===== src/rtl/id_ex_stage_pkg.sv =====
// Shared RISC-V pipeline types: ALU-op encodings, decoded control bundle and bubble constant.
package rv_pkg;

   localparam logic [1:0] ALUOP_ADD   = 2'b00;
   localparam logic [1:0] ALUOP_SUB   = 2'b01;
   localparam logic [1:0] ALUOP_RTYPE = 2'b10;

   localparam logic [4:0] REG_X0 = 5'd0;

   typedef struct packed {
      logic       reg_write;
      logic       mem_read;
      logic       mem_write;
      logic       mem_to_reg;
      logic       branch;
      logic       alu_src;
      logic [1:0] alu_op;
      logic [2:0] funct3;
      logic       inst30;
   } ctrl_t;

   localparam ctrl_t CTRL_NOP = ctrl_t'(12'd0);

endpackage


===== src/rtl/id_ex_stage_if.sv =====
// ID/EX stage bundle: ID-side fields and flush in, EX-side fields, stall and counters out.
interface id_ex_stage_if #(
   parameter int XLEN  = 32,
   parameter int CNT_W = 32
);
   logic             flush;
   logic             id_valid;
   logic [XLEN-1:0]  id_pc, id_rs1_data, id_rs2_data, id_imm;
   logic [4:0]       id_rs1, id_rs2, id_rd;
   logic [1:0]       id_alu_op;
   logic [2:0]       id_funct3;
   logic             id_inst30;
   logic             id_reg_write, id_mem_read, id_mem_write, id_mem_to_reg, id_branch, id_alu_src;

   logic             stall;
   logic             ex_valid;
   logic [XLEN-1:0]  ex_pc, ex_rs1_data, ex_rs2_data, ex_imm;
   logic [4:0]       ex_rs1, ex_rs2, ex_rd;
   logic [1:0]       ex_alu_op;
   logic [2:0]       ex_funct3;
   logic             ex_inst30;
   logic             ex_reg_write, ex_mem_read, ex_mem_write, ex_mem_to_reg, ex_branch, ex_alu_src;
   logic [CNT_W-1:0] stall_cnt, flush_cnt;

   modport master (
      output flush, id_valid, id_pc, id_rs1_data, id_rs2_data, id_imm, id_rs1, id_rs2, id_rd,
             id_alu_op, id_funct3, id_inst30, id_reg_write, id_mem_read, id_mem_write,
             id_mem_to_reg, id_branch, id_alu_src,
      input  stall, ex_valid, ex_pc, ex_rs1_data, ex_rs2_data, ex_imm, ex_rs1, ex_rs2, ex_rd,
             ex_alu_op, ex_funct3, ex_inst30, ex_reg_write, ex_mem_read, ex_mem_write,
             ex_mem_to_reg, ex_branch, ex_alu_src, stall_cnt, flush_cnt
   );

   modport slave (
      input  flush, id_valid, id_pc, id_rs1_data, id_rs2_data, id_imm, id_rs1, id_rs2, id_rd,
             id_alu_op, id_funct3, id_inst30, id_reg_write, id_mem_read, id_mem_write,
             id_mem_to_reg, id_branch, id_alu_src,
      output stall, ex_valid, ex_pc, ex_rs1_data, ex_rs2_data, ex_imm, ex_rs1, ex_rs2, ex_rd,
             ex_alu_op, ex_funct3, ex_inst30, ex_reg_write, ex_mem_read, ex_mem_write,
             ex_mem_to_reg, ex_branch, ex_alu_src, stall_cnt, flush_cnt
   );

endinterface


===== src/rtl/id_ex_stage_load_use_hazard_unit.sv =====
// Load-use RAW detection between the load in EX and the instruction in ID.
import rv_pkg::*;

module load_use_hazard_unit (
   input  logic       ex_valid,
   input  logic       ex_mem_read,
   input  logic [4:0] ex_rd,
   input  logic       id_valid,
   input  logic [4:0] id_rs1,
   input  logic [4:0] id_rs2,
   output logic       raw_hazard
);

   // rs2 is compared even for I-type: a spurious stall is harmless, a missed one is not.
   assign raw_hazard = ex_valid & ex_mem_read & (ex_rd != REG_X0) & id_valid &
                       ((ex_rd == id_rs1) | (ex_rd == id_rs2));

endmodule


===== src/rtl/id_ex_stage.sv =====
// ID/EX pipeline register with load-use stall generation, bubble insertion and event counters.
import rv_pkg::*;

module id_ex_stage #(
   parameter int XLEN  = 32,
   parameter int CNT_W = 32
) (
   input logic          clk,
   input logic          rst,
   id_ex_stage_if.slave bus
);

   localparam logic [CNT_W-1:0] CNT_ONE = {{(CNT_W-1){1'b0}}, 1'b1};

   logic             raw_hazard_s, stall_s, capture_s;
   ctrl_t            id_ctrl_s, ex_ctrl_r;
   logic             ex_valid_r;
   logic [XLEN-1:0]  ex_pc_r, ex_rs1_data_r, ex_rs2_data_r, ex_imm_r;
   logic [4:0]       ex_rs1_r, ex_rs2_r, ex_rd_r;
   logic [CNT_W-1:0] stall_cnt_r, flush_cnt_r;

   load_use_hazard_unit u_hazard (
      .ex_valid    (ex_valid_r),
      .ex_mem_read (ex_ctrl_r.mem_read),
      .ex_rd       (ex_rd_r),
      .id_valid    (bus.id_valid),
      .id_rs1      (bus.id_rs1),
      .id_rs2      (bus.id_rs2),
      .raw_hazard  (raw_hazard_s)
   );

   // Gather the decoded ID control bits into one bundle.
   always_comb begin
      id_ctrl_s            = CTRL_NOP;
      id_ctrl_s.reg_write  = bus.id_reg_write;
      id_ctrl_s.mem_read   = bus.id_mem_read;
      id_ctrl_s.mem_write  = bus.id_mem_write;
      id_ctrl_s.mem_to_reg = bus.id_mem_to_reg;
      id_ctrl_s.branch     = bus.id_branch;
      id_ctrl_s.alu_src    = bus.id_alu_src;
      id_ctrl_s.alu_op     = bus.id_alu_op;
      id_ctrl_s.funct3     = bus.id_funct3;
      id_ctrl_s.inst30     = bus.id_inst30;
   end

   assign stall_s   = raw_hazard_s & ~bus.flush & ~rst;
   assign capture_s = bus.id_valid & ~bus.flush & ~stall_s;

   // Pipeline register and counters; every non-capture cycle loads an all-zero bubble.
   always_ff @(posedge clk) begin
      if (rst) begin
         ex_valid_r    <= 1'b0;
         ex_ctrl_r     <= CTRL_NOP;
         ex_pc_r       <= {XLEN{1'b0}};
         ex_rs1_data_r <= {XLEN{1'b0}};
         ex_rs2_data_r <= {XLEN{1'b0}};
         ex_imm_r      <= {XLEN{1'b0}};
         ex_rs1_r      <= REG_X0;
         ex_rs2_r      <= REG_X0;
         ex_rd_r       <= REG_X0;
         stall_cnt_r   <= {CNT_W{1'b0}};
         flush_cnt_r   <= {CNT_W{1'b0}};
      end else begin
         if (capture_s) begin
            ex_valid_r    <= 1'b1;
            ex_ctrl_r     <= id_ctrl_s;
            ex_pc_r       <= bus.id_pc;
            ex_rs1_data_r <= bus.id_rs1_data;
            ex_rs2_data_r <= bus.id_rs2_data;
            ex_imm_r      <= bus.id_imm;
            ex_rs1_r      <= bus.id_rs1;
            ex_rs2_r      <= bus.id_rs2;
            ex_rd_r       <= bus.id_rd;
         end else begin
            ex_valid_r    <= 1'b0;
            ex_ctrl_r     <= CTRL_NOP;
            ex_pc_r       <= {XLEN{1'b0}};
            ex_rs1_data_r <= {XLEN{1'b0}};
            ex_rs2_data_r <= {XLEN{1'b0}};
            ex_imm_r      <= {XLEN{1'b0}};
            ex_rs1_r      <= REG_X0;
            ex_rs2_r      <= REG_X0;
            ex_rd_r       <= REG_X0;
         end
         if (bus.flush) begin
            flush_cnt_r <= flush_cnt_r + CNT_ONE;
         end else begin
            flush_cnt_r <= flush_cnt_r;
         end
         if (stall_s) begin
            stall_cnt_r <= stall_cnt_r + CNT_ONE;
         end else begin
            stall_cnt_r <= stall_cnt_r;
         end
      end
   end

   assign bus.stall         = stall_s;
   assign bus.ex_valid      = ex_valid_r;
   assign bus.ex_pc         = ex_pc_r;
   assign bus.ex_rs1_data   = ex_rs1_data_r;
   assign bus.ex_rs2_data   = ex_rs2_data_r;
   assign bus.ex_imm        = ex_imm_r;
   assign bus.ex_rs1        = ex_rs1_r;
   assign bus.ex_rs2        = ex_rs2_r;
   assign bus.ex_rd         = ex_rd_r;
   assign bus.ex_alu_op     = ex_ctrl_r.alu_op;
   assign bus.ex_funct3     = ex_ctrl_r.funct3;
   assign bus.ex_inst30     = ex_ctrl_r.inst30;
   assign bus.ex_reg_write  = ex_ctrl_r.reg_write;
   assign bus.ex_mem_read   = ex_ctrl_r.mem_read;
   assign bus.ex_mem_write  = ex_ctrl_r.mem_write;
   assign bus.ex_mem_to_reg = ex_ctrl_r.mem_to_reg;
   assign bus.ex_branch     = ex_ctrl_r.branch;
   assign bus.ex_alu_src    = ex_ctrl_r.alu_src;
   assign bus.stall_cnt     = stall_cnt_r;
   assign bus.flush_cnt     = flush_cnt_r;

endmodule


===== src/flat_wrapper.sv =====
// flat-port wrapper written by rule: the top's interface ports become plain ports
module id_ex_stage_flat 
#(
   parameter int XLEN  = 32,
   parameter int CNT_W = 32
)
  (clk, rst, bus_flush, bus_id_valid, bus_id_pc, bus_id_rs1_data, bus_id_rs2_data, bus_id_imm, bus_id_rs1, bus_id_rs2, bus_id_rd, bus_id_alu_op, bus_id_funct3, bus_id_inst30, bus_id_reg_write, bus_id_mem_read, bus_id_mem_write, bus_id_mem_to_reg, bus_id_branch, bus_id_alu_src, bus_stall, bus_ex_valid, bus_ex_pc, bus_ex_rs1_data, bus_ex_rs2_data, bus_ex_imm, bus_ex_rs1, bus_ex_rs2, bus_ex_rd, bus_ex_alu_op, bus_ex_funct3, bus_ex_inst30, bus_ex_reg_write, bus_ex_mem_read, bus_ex_mem_write, bus_ex_mem_to_reg, bus_ex_branch, bus_ex_alu_src, bus_stall_cnt, bus_flush_cnt);
  id_ex_stage_if #(.XLEN(XLEN), .CNT_W(CNT_W)) bus_i ();
  input logic clk;
  input logic rst;
  input wire logic [$bits(bus_i.flush)-1:0] bus_flush;
  input wire logic [$bits(bus_i.id_valid)-1:0] bus_id_valid;
  input wire logic [$bits(bus_i.id_pc)-1:0] bus_id_pc;
  input wire logic [$bits(bus_i.id_rs1_data)-1:0] bus_id_rs1_data;
  input wire logic [$bits(bus_i.id_rs2_data)-1:0] bus_id_rs2_data;
  input wire logic [$bits(bus_i.id_imm)-1:0] bus_id_imm;
  input wire logic [$bits(bus_i.id_rs1)-1:0] bus_id_rs1;
  input wire logic [$bits(bus_i.id_rs2)-1:0] bus_id_rs2;
  input wire logic [$bits(bus_i.id_rd)-1:0] bus_id_rd;
  input wire logic [$bits(bus_i.id_alu_op)-1:0] bus_id_alu_op;
  input wire logic [$bits(bus_i.id_funct3)-1:0] bus_id_funct3;
  input wire logic [$bits(bus_i.id_inst30)-1:0] bus_id_inst30;
  input wire logic [$bits(bus_i.id_reg_write)-1:0] bus_id_reg_write;
  input wire logic [$bits(bus_i.id_mem_read)-1:0] bus_id_mem_read;
  input wire logic [$bits(bus_i.id_mem_write)-1:0] bus_id_mem_write;
  input wire logic [$bits(bus_i.id_mem_to_reg)-1:0] bus_id_mem_to_reg;
  input wire logic [$bits(bus_i.id_branch)-1:0] bus_id_branch;
  input wire logic [$bits(bus_i.id_alu_src)-1:0] bus_id_alu_src;
  output wire logic [$bits(bus_i.stall)-1:0] bus_stall;
  output wire logic [$bits(bus_i.ex_valid)-1:0] bus_ex_valid;
  output wire logic [$bits(bus_i.ex_pc)-1:0] bus_ex_pc;
  output wire logic [$bits(bus_i.ex_rs1_data)-1:0] bus_ex_rs1_data;
  output wire logic [$bits(bus_i.ex_rs2_data)-1:0] bus_ex_rs2_data;
  output wire logic [$bits(bus_i.ex_imm)-1:0] bus_ex_imm;
  output wire logic [$bits(bus_i.ex_rs1)-1:0] bus_ex_rs1;
  output wire logic [$bits(bus_i.ex_rs2)-1:0] bus_ex_rs2;
  output wire logic [$bits(bus_i.ex_rd)-1:0] bus_ex_rd;
  output wire logic [$bits(bus_i.ex_alu_op)-1:0] bus_ex_alu_op;
  output wire logic [$bits(bus_i.ex_funct3)-1:0] bus_ex_funct3;
  output wire logic [$bits(bus_i.ex_inst30)-1:0] bus_ex_inst30;
  output wire logic [$bits(bus_i.ex_reg_write)-1:0] bus_ex_reg_write;
  output wire logic [$bits(bus_i.ex_mem_read)-1:0] bus_ex_mem_read;
  output wire logic [$bits(bus_i.ex_mem_write)-1:0] bus_ex_mem_write;
  output wire logic [$bits(bus_i.ex_mem_to_reg)-1:0] bus_ex_mem_to_reg;
  output wire logic [$bits(bus_i.ex_branch)-1:0] bus_ex_branch;
  output wire logic [$bits(bus_i.ex_alu_src)-1:0] bus_ex_alu_src;
  output wire logic [$bits(bus_i.stall_cnt)-1:0] bus_stall_cnt;
  output wire logic [$bits(bus_i.flush_cnt)-1:0] bus_flush_cnt;
  assign bus_i.flush = bus_flush;
  assign bus_i.id_valid = bus_id_valid;
  assign bus_i.id_pc = bus_id_pc;
  assign bus_i.id_rs1_data = bus_id_rs1_data;
  assign bus_i.id_rs2_data = bus_id_rs2_data;
  assign bus_i.id_imm = bus_id_imm;
  assign bus_i.id_rs1 = bus_id_rs1;
  assign bus_i.id_rs2 = bus_id_rs2;
  assign bus_i.id_rd = bus_id_rd;
  assign bus_i.id_alu_op = bus_id_alu_op;
  assign bus_i.id_funct3 = bus_id_funct3;
  assign bus_i.id_inst30 = bus_id_inst30;
  assign bus_i.id_reg_write = bus_id_reg_write;
  assign bus_i.id_mem_read = bus_id_mem_read;
  assign bus_i.id_mem_write = bus_id_mem_write;
  assign bus_i.id_mem_to_reg = bus_id_mem_to_reg;
  assign bus_i.id_branch = bus_id_branch;
  assign bus_i.id_alu_src = bus_id_alu_src;
  assign bus_stall = bus_i.stall;
  assign bus_ex_valid = bus_i.ex_valid;
  assign bus_ex_pc = bus_i.ex_pc;
  assign bus_ex_rs1_data = bus_i.ex_rs1_data;
  assign bus_ex_rs2_data = bus_i.ex_rs2_data;
  assign bus_ex_imm = bus_i.ex_imm;
  assign bus_ex_rs1 = bus_i.ex_rs1;
  assign bus_ex_rs2 = bus_i.ex_rs2;
  assign bus_ex_rd = bus_i.ex_rd;
  assign bus_ex_alu_op = bus_i.ex_alu_op;
  assign bus_ex_funct3 = bus_i.ex_funct3;
  assign bus_ex_inst30 = bus_i.ex_inst30;
  assign bus_ex_reg_write = bus_i.ex_reg_write;
  assign bus_ex_mem_read = bus_i.ex_mem_read;
  assign bus_ex_mem_write = bus_i.ex_mem_write;
  assign bus_ex_mem_to_reg = bus_i.ex_mem_to_reg;
  assign bus_ex_branch = bus_i.ex_branch;
  assign bus_ex_alu_src = bus_i.ex_alu_src;
  assign bus_stall_cnt = bus_i.stall_cnt;
  assign bus_flush_cnt = bus_i.flush_cnt;
  id_ex_stage #(.XLEN(XLEN), .CNT_W(CNT_W)) u_core (.clk(clk), .rst(rst), .bus(bus_i));
endmodule

===== config.mk =====
export PLATFORM = sky130hd
export DESIGN_NAME = id_ex_stage_flat
export DESIGN_NICKNAME = d
export VERILOG_FILES = /design/src/rtl/id_ex_stage_pkg.sv /design/src/rtl/id_ex_stage_if.sv /design/src/rtl/id_ex_stage_load_use_hazard_unit.sv /design/src/rtl/id_ex_stage.sv /design/src/flat_wrapper.sv
export SDC_FILE = /design/constraint.sdc
export NUM_CORES = 1
export LEC_CHECK = 0
export CAP_MARGIN = 40
export CELL_PAD_IN_SITES_DETAIL_PLACEMENT = 1
export CELL_PAD_IN_SITES_GLOBAL_PLACEMENT = 2
export CORE_ASPECT_RATIO = 2
export CORE_MARGIN = 2
export CORE_UTILIZATION = 24
export CTS_CLUSTER_SIZE = 20
export DETAILED_ROUTE_END_ITERATION = 16
export PLACE_DENSITY = 0.87
export SYNTH_ARGS = -nofsm -noshare
export SYNTH_HDL_FRONTEND = slang
export SYNTH_SLANG_ARGS = --single-unit

===== constraint.sdc =====
create_clock -name clk -period 3.5 [get_ports clk]
set_input_delay 0.525 -clock clk [delete_from_list [all_inputs] [get_ports clk]]
set_output_delay 0.525 -clock clk [all_outputs]
set_load 0.01 [all_outputs]

; ---- Word-level counts from Yosys, hierarchy flattened
; Index checks and enable logic that the tools add are counted.
[word_totals]
out_inout_bits = 221
elab_cells = 39
regBits = 220
[classes]
n_addsub = 2
bitwise = 13
n_mux = 1
reduce_logical = 2
eq_ne = 2
[ops]
columns = operator, n
row1 = $add A32 B1 Y32 const B, 2
row2 = $eq A5 B5 Y1, 2
row3 = $and A1 B1 Y1, 8
row4 = $reduce_bool A5 Y1, 1
row5 = $not A1 Y1, 4
row6 = $reduce_or A2 Y1, 1
row7 = $mux W1, 1
row8 = $or A1 B1 Y1, 1

; ---- Depth between registers and ports, before layout
; Gate-level depths: netlist (run 1).
[depth]
ltp_word = 10
depth_mapped = 8
mapped_depth_nobuf = 6

; ---- By module
; Synthesis (run 1) repeated with hierarchy kept, for this count alone.
[hier_totals]
hier_cells = 707
hier_area_um2 = 7389.6
[by_module_without_submodules]
columns = mod, cells_per_inst, area_per_inst_um2, instances, seq_area_each_um2
row1 = id_ex_stage, 690, 7260.7, 1, 4404.2
row2 = load_use_hazard_unit, 17, 128.9, 1, 0.0

; ---- Least setup slack after synthesis (run 1)
; No wires, ideal clock.
[synth_timing]
path_kind = input-to-output
startpoint = input bus_flush
endpoint = output bus_stall
path_slack_ns = 1.051
path_stages = 6
t_arrival_ns = 1.924
required_ns = 2.975
cell_sequence = buf_6 > or3b_4 > a211o_1 > clkbuf_1 > clkbuf_1 > nor2_1
[synth_between]
elab_chain_len = 3
[synth_lines]
columns = item, line_no
row1 = "start, declared", flat_wrapper.sv:11  ; input wire logic [$bits(bus_i.flush)-1:0] bus_flush;
row2 = $not A1 Y1, id_ex_stage.sv:46  ; assign stall_s = raw_hazard_s & ~bus.flush & ~rst;
row3 = $and A1 B1 Y1 (2 in series), id_ex_stage.sv:46
row4 = "end, declared", flat_wrapper.sv:29  ; output wire logic [$bits(bus_i.stall)-1:0] bus_stall;
; Every way passes these cells.

; ---- Worst setup path after layout (run 1)
; Ends and elaborated chain as after synthesis.

==> impl_summary.md, run 1 <==
Timing
The total count of max-transition violations in the final report is 0. Setup repair after global routing left no endpoint under its margin. The setup violation total in the final timing report is 0. Adding up every negative setup slack in the final design gives 0 ns. Dividing the final minimum period by the clock period gives 0.8763.

The post-layout minimum cycle time is roughly 3 ns. For this run, the top clock speed supported by timing is 326.1 MHz. The measured slew at the worst slew-check pin is about 0.81 ns. Measured against its own limit, the worst slew margin works out to 0.4556. On the final layout, the worst clock skew is 0.008881 ns.

The number of hold violations in the final report came to 0.

Critical path
In this run the critical register-to-register path is launched from u_core.bus.stall_cnt[0]. The worst setup path is captured at a primary output. By startpoint and endpoint, the worst setup path is classified as input port to primary output. The data required time of the worst path is approximately 3.0 ns. The worst-case register-to-register setup slack is ~0.79 ns.

The endpoint of the lowest-slack register-to-register path is u_core.bus.stall_cnt[18]. Measured in cells, the most critical reg-to-reg path has a length of 6. The element type at the critical path start is an input port. Along the worst path, the maximum fanout reaches 7.

The arrival time of the worst setup path is ~2.5 ns.

Yosys
The share of synthesized area spent on multiplexers is 0.004227. In the synthesized netlist, the number of instances is just over 700. The cell taking the most area after synthesis is sky130_fd_sc_hd__dfxtp_1. The post-synthesis compound-gate area fraction is 0.06407. The synthesized cell area is around 7400 sq um.

The simple-gate portion of the synthesized area is 0.2680. The most instantiated flip-flop cell in the synthesis netlist is sky130_fd_sc_hd__dfxtp_1. The XOR/XNOR share of the synthesized area is 0.04142.

The count of different cell masters after synthesis is 34. Of the post-synthesis cell area, the dominant cell type holds 0.5951. The area share of fa/ha/maj cells after synthesis is 0.003381. A synthesized cell averages ~10 sq um. The number of synthesis warnings is 0.

Counting flops with an async set or reset pin after synthesis yields a share of 0. The number of nets in the synthesized netlist is slightly below 900. The count of flip-flops with a built-in enable after synthesis is 0.

Synthesis inferred 220 register bits. After synthesis, the cell types taking the most area are sky130_fd_sc_hd__dfxtp_1 (60%), sky130_fd_sc_hd__and2_1 (13%), sky130_fd_sc_hd__o31ai_1 (2.6%). By area, the combinational part of the netlist is dominated by simple AND/OR/NAND/NOR gates. For this run, the register share of the synthesized area comes to 0.5951.

Route
The iteration-0 DRC count of the detailed router is about 300. The count of nets left with antenna violations once routing finished came out at 0. Before antenna repair, the detailed router went through 4 iterations.

The detailed-route vias per instance is ~4.6. The remaining routing DRC violations is 0. After detailed routing, the average wire length per cell comes to about 20 um. The routed design has 30,290 um of wire. Summing over every cut layer, the via total after detailed routing is 6,858.

Clock tree
TritonCTS built the clock tree. The clock passes through at most 3 buffers. The number of gates resized after CTS is 0. The clock transition time at the flip-flop clock pins of the worst setup and hold paths is ~0.060 ns.

Buffers inserted during clock tree synthesis total 22. Buffers added to address setup during post-CTS repair amount to 0. The root buffer cell chosen for the clock tree is sky130_fd_sc_hd__clkbuf_16. At the later pin of the worst-skew pair, clock insertion delay measures roughly 0.52 ns. CTS built an H-tree with a depth of 1. For this design, the sink count on the clock tree is 220.

For this design, the CTS-stage hold fixing added 0 buffers.

Outcome
The flow ran to the end, and the final reports show no timing, DRC or antenna violations.

Final layout
The ratio of cells with drive above 1 in the final layout is 0.04438. The post-layout net count is approximately 1,300. The layout overhead on the synthesized area is 68.10%.

Hold path
The class of the tightest hold or removal check is flip-flop to flip-flop. The start point of the worst min-delay path is u_core.bus.stall_cnt[30]. The endpoint of the worst hold-timing path is u_core.bus.stall_cnt[30]. The count of cells along the worst hold path is 2.

Pwr
The power density normalized to cell area is roughly 460 nW/um^2. Power comes to between 5000 and 6000 uW. In this run the static leakage power is 0.004489 uW. The worst IR drop on VDD is roughly 0.35 mV.

Die
Row generation in the floorplan step produced a little over 90 rows. The initial utilization of the core area, before any placement, comes to 0.2416. The core region is ~31,000 sq um. In this run the vertical extent of the chip is ~250 um. The die area is around 32,000 sq um. The boundary pin count is 380. Measured along the x axis, the die boundary spans around 130 um.

Placed design
In this run the tool buffered the top-level ports with 379 buffer cells. At the end of routability-driven placement, the weighted congestion stood at between 0.8 and 0.9. The half-perimeter wire length after detailed placement is about 23,000 um.

Flow run
Across the run, the number of max-cap violations was 0.

Global route
The combined global-route utilization of all metal layers is 0.1813. The initial antenna violation count is 11. The met3 demand-to-capacity share in global routing is 0.1118. For this run, global-route usage on met2 was measured as 0.2883.

The number of global-route vias before repair is roughly 7,000. The total grt overflow is 0. After global routing, the most crowded layer is met2. Entering global routing, the biggest net connects between 70 and 80 pins.

For met1 alone, demand over resource in global routing was 0.2080. The global-route wire length before repair is 44,160 um.
## where the power goes
part           switching, uW  internal, uW  leakage [uW]  total [uW]
clock network           1040          1710      0.000404        2750
logic                    147           273       0.00230         419
registers               21.2          2550       0.00179        2580
total                   1200          4540       0.00449        5740
## cells in the final DEF, fill, tap and decap left out, types with 2 or more instances in the layout
cell type,instances
sky130_fd_sc_hd__a21oi_1,36
sky130_fd_sc_hd__and2_1,157
sky130_fd_sc_hd__and3_1,13
sky130_fd_sc_hd__and4_1,6
sky130_fd_sc_hd__buf_12,2
sky130_fd_sc_hd__buf_4,5
sky130_fd_sc_hd__bufinv_16,6
sky130_fd_sc_hd__clkbuf_1,5
sky130_fd_sc_hd__clkbuf_16,23
sky130_fd_sc_hd__clkbuf_8,3
sky130_fd_sc_hd__clkdlybuf4s50_1,378
sky130_fd_sc_hd__dfxtp_1,220
sky130_fd_sc_hd__diode_2,7
sky130_fd_sc_hd__ha_1,2
sky130_fd_sc_hd__inv_1,4
sky130_fd_sc_hd__mux2i_1,2
sky130_fd_sc_hd__nand2_1,24
sky130_fd_sc_hd__nand3_1,25
sky130_fd_sc_hd__nand4_1,28
sky130_fd_sc_hd__nor2_1,36
sky130_fd_sc_hd__nor2b_1,2
sky130_fd_sc_hd__nor3_1,6
sky130_fd_sc_hd__o21ai_0,10
sky130_fd_sc_hd__o31ai_1,26
sky130_fd_sc_hd__or3_1,8
sky130_fd_sc_hd__or4_1,26
sky130_fd_sc_hd__xnor2_1,16
sky130_fd_sc_hd__xor2_1,19
## worst max path at each step
stage	from	end	slack, ns	depth (start not counted)
floorplan	bus_flush	bus_stall	1.05	6
global placement	bus_flush	bus_stall	0.47	5
detailed placement	bus_flush	u_core.bus.stall_cnt[27]	0.35	6
finish	bus_flush	bus_stall	0.43	5
global route	bus_flush	bus_stall	0.37	5
CTS	bus_flush	bus_stall	0.44	5
## logic make-up (layout without fill, tap and decap cells)
| group | after synthesis | in the layout |
|---|---|---|
| AO/OA/AOI/OAI | 77 | 77 |
| XOR/XNOR | 35 | 35 |
| adder cells (fa/ha/maj) | 2 | 2 |
| buffers and inverters | 43 | 430 |
| flip-flops | 220 | 220 |
| multiplexers | 3 | 3 |
| other | 0 | 7 |
| AND/OR/NAND/NOR | 337 | 337 |
## cells in the mapped netlist, types with 4 or more instances
cell	count
sky130_fd_sc_hd__and4_1	6
sky130_fd_sc_hd__or3_1	8
sky130_fd_sc_hd__or4_1	26
sky130_fd_sc_hd__nand3_1	25
sky130_fd_sc_hd__o21ai_0	10
sky130_fd_sc_hd__xor2_1	19
sky130_fd_sc_hd__nand4_1	28
sky130_fd_sc_hd__clkbuf_1	35
sky130_fd_sc_hd__nor3_1	6
sky130_fd_sc_hd__dfxtp_1	220
sky130_fd_sc_hd__a21oi_1	37
sky130_fd_sc_hd__o31ai_1	26
sky130_fd_sc_hd__and2_1	157
sky130_fd_sc_hd__nor2_1	36
sky130_fd_sc_hd__xnor2_1	16
sky130_fd_sc_hd__inv_1	4
sky130_fd_sc_hd__nand2_1	24
sky130_fd_sc_hd__and3_1	13
## worst max-delay path, stage by stage
cell                              delay, ns
sky130_fd_sc_hd__clkdlybuf4s50_1       0.55
sky130_fd_sc_hd__or3b_4                0.50
sky130_fd_sc_hd__a211o_1               0.31
sky130_fd_sc_hd__nor2_1                0.11
sky130_fd_sc_hd__clkdlybuf4s50_1       0.54
## area by class of cell
type / instances / area [sq um]
Antenna cell: 7 / 17.52
Clock buffer: 31 / 635.6
Clock inverter: 8 / 193.9
Fill cell: 3339 / 18190
Inverter: 4 / 15.01
Multi-Input combinational cell: 454 / 2831
Sequential cell: 220 / 4404
Tap cell: 372 / 465.4
Timing Repair Buffer: 387 / 3877
## per-stage QoR
stage,util,instances,cell area (sq um),hold slack [ns],worst slack [ns]
finish,0.4062,1483,12440,0.5153,0.4331
global route,0.4056,1476,12420,0.5363,0.3720
CTS,0.4056,1476,12420,0.5132,0.4382
detailed placement,0.3785,1437,11590,0.4950,0.3478
global placement,0.3782,1436,11580,0.4672,0.4697
floorplan,-,717,7401,0.4959,1.051
## metal layers
layer  vias up  wire (um)
met1      3226      11580
met2       373      13530
met3        48       4603
li1       3189          -
met5         -        126
met4        22        457
Power figures use the tool's default switching activity.
==> run 2: changes to the inputs <==
--- a/config.mk
+++ b/config.mk
@@ -17,3 +17,4 @@
 export SYNTH_ARGS = -nofsm -noshare
 export SYNTH_HDL_FRONTEND = slang
 export SYNTH_SLANG_ARGS = --single-unit
+export TNS_END_PERCENT = 100
==> results of run 2 <==
Same layout as run 1: the final DEF is identical, and so are final timing and power.
